<file path="src/rtl/uart_tx_arbiter.sv">
// Round-robin arbiter and sequencer sharing one UART transmitter among
// four requesters. A grant latches the winner's byte, strobes the
// transmitter, waits for completion (or a watchdog timeout) and then
// pulses ack to the winner. All outputs are registered.
module uart_tx_arbiter #(
  parameter int              N_REQ   = 4,
  parameter int              DW      = 8,
  parameter int              TO_W    = 16,
  parameter logic [TO_W-1:0] TIMEOUT = 16'hFFFF
) (
  input  logic                clk,
  input  logic                rst_n,
  input  logic [N_REQ-1:0]    req,
  input  logic [N_REQ*DW-1:0] req_data,
  output logic [N_REQ-1:0]    ack,
  output logic                err,
  output logic                tx_start,
  output logic [DW-1:0]       tx_data,
  input  logic                tx_done,
  output logic                busy,
  output logic [1:0]          owner
);

  typedef enum logic [1:0] {
    S_IDLE  = 2'd0,
    S_START = 2'd1,
    S_WAIT  = 2'd2,
    S_ACK   = 2'd3
  } state_t;

  state_t            r_state;
  state_t            w_state_nxt;
  logic [TO_W-1:0]   r_wdog;
  logic [1:0]        r_last_grant;
  logic [1:0]        r_owner;
  logic [DW-1:0]     r_tx_data;
  logic              r_tx_start;
  logic              r_busy;
  logic [N_REQ-1:0]  r_ack;
  logic              r_err;

  logic              w_found;
  logic [1:0]        w_winner;
  logic [1:0]        w_idx;
  logic [DW-1:0]     w_grant_data;
  logic              w_timeout;
  logic [N_REQ-1:0]  w_ack_vec;

  // Round-robin search: start one past the last grant and take the first
  // requester found. The 2-bit index wraps naturally modulo four.
  always_comb begin
    // NOTE: every combinational output gets a default before any branch,
    // otherwise a path that skips the assignment infers a latch.
    w_found  = 1'b0;
    w_winner = r_last_grant;
    w_idx    = r_last_grant;
    for (int k = 1; k <= N_REQ; k++) begin
      w_idx = r_last_grant + 2'(k);
      if (!w_found && req[w_idx]) begin
        w_found  = 1'b1;
        w_winner = w_idx;
      end
    end
  end

  // Select the winner's byte out of the flattened request data bus.
  always_comb begin
    w_grant_data = '0;
    for (int i = 0; i < N_REQ; i++) begin
      if (w_winner == 2'(i)) begin
        w_grant_data = req_data[i*DW +: DW];
      end
    end
  end

  // Next-state logic; tx_done wins over a coincident watchdog expiry.
  always_comb begin
    w_state_nxt = r_state;
    w_timeout   = 1'b0;
    case (r_state)
      S_IDLE: begin
        if (w_found) begin
          w_state_nxt = S_START;
        end
      end
      S_START: begin
        w_state_nxt = S_WAIT;
      end
      S_WAIT: begin
        if (tx_done) begin
          w_state_nxt = S_ACK;
        end else if (r_wdog == TIMEOUT) begin
          w_state_nxt = S_ACK;
          w_timeout   = 1'b1;
        end
      end
      S_ACK: begin
        w_state_nxt = S_IDLE;
      end
      default: begin
        w_state_nxt = S_IDLE;
      end
    endcase
  end

  // One-hot ack for the current owner.
  always_comb begin
    w_ack_vec = N_REQ'(1) << r_owner;
  end

  // State register.
  always_ff @(posedge clk or negedge rst_n) begin
    if (!rst_n) begin
      r_state <= S_IDLE;
    end else begin
      // NOTE: sequential state uses non-blocking assignment so every
      // register samples pre-edge values regardless of block ordering.
      r_state <= w_state_nxt;
    end
  end

  // Watchdog: cleared in START, counts every WAIT cycle.
  always_ff @(posedge clk or negedge rst_n) begin
    if (!rst_n) begin
      r_wdog <= '0;
    end else if (r_state == S_START) begin
      r_wdog <= '0;
    end else if (r_state == S_WAIT) begin
      r_wdog <= r_wdog + TO_W'(1);
    end
  end

  // Grant bookkeeping: latch owner and byte on grant, rotate priority on ack.
  always_ff @(posedge clk or negedge rst_n) begin
    if (!rst_n) begin
      r_owner      <= 2'd0;
      r_tx_data    <= '0;
      r_last_grant <= 2'd3;
    end else begin
      if (r_state == S_IDLE && w_found) begin
        r_owner   <= w_winner;
        r_tx_data <= w_grant_data;
      end
      if (r_state == S_ACK) begin
        r_last_grant <= r_owner;
      end
    end
  end

  // Registered strobes decoded from the state being entered.
  always_ff @(posedge clk or negedge rst_n) begin
    if (!rst_n) begin
      r_tx_start <= 1'b0;
      r_busy     <= 1'b0;
      r_ack      <= '0;
      r_err      <= 1'b0;
    end else begin
      r_tx_start <= (w_state_nxt == S_START);
      r_busy     <= (w_state_nxt != S_IDLE);
      r_ack      <= (w_state_nxt == S_ACK) ? w_ack_vec : '0;
      r_err      <= w_timeout;
    end
  end

  assign ack      = r_ack;
  assign err      = r_err;
  assign tx_start = r_tx_start;
  assign tx_data  = r_tx_data;
  assign busy     = r_busy;
  assign owner    = r_owner;

endmodule

</file>
<file path="config.mk">
export PLATFORM = sky130hd
export DESIGN_NAME = uart_tx_arbiter
export DESIGN_NICKNAME = d
export VERILOG_FILES = /design/src/rtl/uart_tx_arbiter.sv
export SDC_FILE = /design/constraint.sdc
export NUM_CORES = 1
export LEC_CHECK = 0
export CORE_ASPECT_RATIO = 2
export CORE_MARGIN = 1.5
export CORE_UTILIZATION = 48
export DETAILED_ROUTE_END_ITERATION = 8
export PLACE_DENSITY = 0.84
export SYNTH_ARGS = -nofsm -noshare
export SYNTH_HDL_FRONTEND = slang
export SYNTH_SLANG_ARGS = --single-unit
</file>
<file path="constraint.sdc">
create_clock -name clk -period 2.55 [get_ports clk]
set_input_delay 0.51 -clock clk [delete_from_list [all_inputs] [get_ports clk]]
set_output_delay 0.51 -clock clk [all_outputs]
set_load 0.01 [all_outputs]
</file>
# Word level (Yosys, flattened, before mapping)

Index checks and enable logic that the tools add are counted.

Input bits: 39
Logic and storage cells: 68
Flip-flop bits (word level): 37

Add/subtract/negate cells: 4
Shifts and indexed selects: 1
Muxes and demuxes: 30
Magnitude comparators: 4
Reduce and logical (&&, ||, !) cells: 11
Equality and inequality tests: 9

Operator list:

| kind                                                | count |
|---|---|
| two-way mux 16 bit                                  | 2 |
| two-way mux 8 bit                                   | 4 |
| adder 16 x 1 -> 16 bit (second input constant)      | 1 |
| == test 16 bit (second input constant)              | 1 |
| two-way mux 2 bit                                   | 7 |
| < comparator 2 x 3 -> 1 bit (second input constant) | 4 |
| two-way mux 1 bit                                   | 11 |
| == test 2 bit (second input constant)               | 5 |
| binary-select mux 1 bit (select 2 bit)              | 4 |
| case mux 2 bit (4 select lines)                     | 1 |
| == test 2 x 1 -> 1 bit (second input constant)      | 3 |
| adder 2 bit (second input constant)                 | 2 |
| logical AND 1 bit                                   | 4 |
| logical NOT 2 bit                                   | 2 |
| two-way mux 4 bit                                   | 1 |
| nonzero test 2 bit                                  | 2 |
| << shifter 1 x 2 -> 4 bit (first input constant)    | 1 |
| logical NOT 1 bit                                   | 3 |
| adder 2 x 1 -> 2 bit (second input constant)        | 1 |

# Logic depth before layout (Yosys ltp)

Depth in word-level cells: 18
Depth in mapped cells: 7
Gate-level depth less buffers: 7

# Worst setup path after synthesis

OpenSTA, ideal clock, no wires.

Kind: input to register
Start: input req[3]
End: register r_tx_data[0] (netlist: tx_data[0])
Library setup time: 0.126 ns
Stages: 6
Slack: 0.670 ns
Arrival: 1.754 ns
Data required time: 2.424 ns
Cells stage by stage: or4_4 > and2_4 > buf_6 > nand3_4 > a221oi_1 > a221o_1

Longest elaborated chain between the ends: 17
Elaborated cells between the ends (all ways): 31

Ends and longest elaborated chain:

| element                                 | RTL line | source |
|---|---|---|
| from (decl)                             | 13       | `input logic [N_REQ-1:0] req,` |
| binary-select mux 1 bit (select 2 bit)  | 59       | `if (!w_found && req[w_idx]) begin` |
| two-way mux 1 bit (not written as such) | 59       |  |
| two-way mux 1 bit                       | 59       |  |
| logical NOT 1 bit                       | 59       |  |
| logical AND 1 bit                       | 59       |  |
| two-way mux 1 bit                       | 59       |  |
| logical NOT 1 bit                       | 59       |  |
| logical AND 1 bit                       | 59       |  |
| two-way mux 1 bit                       | 59       |  |
| logical NOT 1 bit                       | 59       |  |
| logical AND 1 bit                       | 59       |  |
| two-way mux 2 bit                       | 59       |  |
| logical NOT 2 bit                       | 70       | `if (w_winner == 2'(i)) begin` |
| two-way mux 8 bit (4 in series)         | 70       |  |
| to (signal assigned)                    | 142      | `r_tx_data <= w_grant_data;` |
| to (decl)                               | 36       | `logic [DW-1:0] r_tx_data;` |

Parallel ways exist; a longest one is shown, timed or not. The select of a mux whose other input is x is not followed.
A chain may end at the register's enable or synchronous reset.

# Worst setup path after layout

Start: input req[3]
End: register r_tx_data[2] (netlist: tx_data[2])

Same word-level chain as after synthesis.

==> results.sh <==
export IMPL_syn_avg_cell_area_um2=10.1
export IMPL_postSynth_asyncResetShare_pct=100
export IMPL_wl_per_cell_um=14.5
export IMPL_layout_cells_non_filler=314
export IMPL_path_max_fanout=9
export IMPL_multi_input_area_um2=1010
export IMPL_detailed_place_hpwl_um=3580
export IMPL_cts_clk_slew_worst_paths_ps=70
export IMPL_finalPower_mw=2.66
export IMPL_vias_per_cell=5.43
export IMPL_routabilityCongestion=0.768
export IMPL_rows=33
export IMPL_grt_total_usage_pct=21.1
export IMPL_area_delta_synth_final_pct=33.7
export IMPL_rrSetupSlack_ps=410
export IMPL_dr_first_iter_drc_count=27
export IMPL_holdCritPathClass="input port to async pin"
export IMPL_fin_util_pct=66.6
export IMPL_status="finished, final reports clean"
export IMPL_fin_crit_ps=2210
export IMPL_synth_top_area_share_pct=43.0
export IMPL_cts_buffer_depth=2
export IMPL_cts_sinks=37
export IMPL_wirelength_um=4560
export IMPL_fill_cells=333
export IMPL_portBuffers=55
export IMPL_clock_skew_ps=8.60
export IMPL_slew_headroom_pct=47.6
export IMPL_setup_viol=0
export IMPL_hold_ws_ps=300
export IMPL_end_kind="flop"
export IMPL_r2r_start="r_state[0]$_DFF_PN0_"
export IMPL_layout_setup_ws_ps=341
export IMPL_syn_nets=246
export IMPL_drive_gt1_share_pct=9.92
export IMPL_drv_cap=0
export IMPL_final_common_cell="clkdlybuf4s50_1"
export IMPL_regArea_um2=928
export IMPL_syn_area_um2=2040
export IMPL_grt_pass1_vias=1716
export IMPL_post_cts_resized=0
export IMPL_ys_ff_latch=37
export IMPL_grt_remaining_overflow=0
export IMPL_antenna_found_initial=0
export IMPL_dp_cells=306
export IMPL_grt_pass1_wl_um=7490
export IMPL_start_kind="input port"
export IMPL_grt_max_degree=38
export IMPL_synthFlopType="dfrtp_1"
export IMPL_synth_edf_count=0
export IMPL_fin_crit_sh_pct=86.6
export IMPL_max_freq_mhz=453
export IMPL_htreeDepth=2
export IMPL_tightest_slew_ps=785
export IMPL_r2r_end="r_wdog[9]$_DFFE_PN0P_"
export IMPL_post_synth_top_area_cell="dfrtp_1"
export IMPL_synth_warnings=0
export IMPL_drv_slew=0
export IMPL_core_um2=4090
export IMPL_firstDrtPassIters=4
export IMPL_vias=1705
export IMPL_n_antenna_cell=0
export IMPL_io_pin_count=56
export IMPL_synth_seq_area_share_pct=45.6
export IMPL_synth_area_top_cells="dfrtp_1, nor2_1, ha_1"
export IMPL_layout_nets=306
export IMPL_cts_root_buf="clkbuf_8"
export IMPL_rsz0062_at_grt="no"
export IMPL_final_cell_mix="clkdlybuf4s50_1, dfrtp_1, nor2_1"
export IMPL_synthDistinctLibCells=48
export IMPL_cts_tree="done"
export IMPL_final_setup_tns_ps=0
export IMPL_hold_buffers=0
export IMPL_hold_viol_final=0
export IMPL_die_h_um=95.1
export IMPL_worstPathArrival_ps=2430
export IMPL_post_cts_setup_buffer_count=0
export IMPL_p_per_area_nw_per_um2=979
export IMPL_worstSetupPathType="input port to flop"
export IMPL_worst_ep_required_time_ps=2780
export IMPL_syn_instance_count=201
export IMPL_peakVddDrop_mv=0.618
export IMPL_place_worst_setup_slack_ps=27.3
export IMPL_initial_core_util_pct=49.8
export IMPL_cts_made_buffers=5
export IMPL_postRouteAntennaNets=0
export IMPL_fin_area_um2=2720
export IMPL_p_leak_nw=1.16
export IMPL_drc=0
export IMPL_clk_insertion_delay_late_ps=290
export IMPL_reg2regPathDepth=7
export IMPL_placed_area_um2=2640
export IMPL_die_w_um=49.1
export IMPL_fp_dieArea_um2=4660
==> final cells by class <==
| type | count | area share [%] |
|---|---|---|
| Multi-Input combinational cell | 144 | 37.2 |
| Clock inverter | 3 | 0.644 |
| Sequential cell | 37 | 34.1 |
| Timing Repair Buffer | 59 | 21.1 |
| Inverter | 14 | 1.93 |
| Tap cell | 52 | 2.39 |
| Clock buffer | 5 | 2.53 |
==> cells in the mapped netlist, types with 2 or more instances <==
library cell and count:
o211ai_1 2, and2b_1 2, and3_1 3, a31oi_1 7, nand2b_1 4, nand4_1 5
buf_6 2, ha_1 6, a21oi_1 5, nand2_1 20, clkbuf_1 3, dfstp_2 2
nand3b_1 2, nand3_1 5, nor4_1 2, or3_1 2, nor2_1 21, a221oi_1 7
mux2_2 2, inv_1 14, a221o_1 7, xnor2_1 4, nor3_1 3, o21ai_0 6
xor2_1 7, dfrtp_1 35, mux2i_1 2
==> routing by layer <==
metal | GRT usage (%) | share of wire (%) | vias to the layer above
li1 | - | - | 841
met1 | 21.0 | 36 | 790
met2 | 40.2 | 57 | 60
met3 | 3.76 | 3.6 | 14
met4 | 11.9 | 3.1 | 0
met5 | 0 | 0 | -
==> cell families after synthesis <==
logic type	Yosys count	share of synthesized area (%)
adders and majority gates	6	3.69
DFF	37	45.6
muxes	4	2.09
xor gates and xnor gates	11	4.73
AOI/OAI and AO/OA	43	18.4
and+or+nand+nor	80	20.8
buffers and inverters	20	4.61
==> where the power goes <==
part	switching, mW	internal (mW)
Combinational	0.651	0.665
Sequential	0.171	0.784
Clock	0.205	0.188
Total	1.03	1.64
==> registers in the layout, indices dropped and copies added, names as in the netlist <==
register,cells
err,1
r_last_grant,2
r_state,2
r_wdog,16
tx_start,1
busy,1
ack,4
owner,2
tx_data,8
==> critical path, cell delays in order <==
cell	delay, ps
clkdlybuf4s50_1	560
or3_1	250
o31ai_4	150
or2_1	260
a21oi_1	460
a221o_1	240
==> worst max path at each step <==
stage                             end  slack (ps)  startpoint
2_1_floorplan  tx_data[0]$_DFFE_PN0P_         670      req[3]
3_3_place_gp   tx_data[2]$_DFFE_PN0P_         140      req[3]
3_5_place_dp   tx_data[2]$_DFFE_PN0P_          30      req[3]
4_1_cts        tx_data[2]$_DFFE_PN0P_         340      req[3]
5_1_grt        tx_data[0]$_DFFE_PN0P_         210      req[3]
6_report       tx_data[2]$_DFFE_PN0P_         340      req[3]
(Power assumes the default switching activity.)
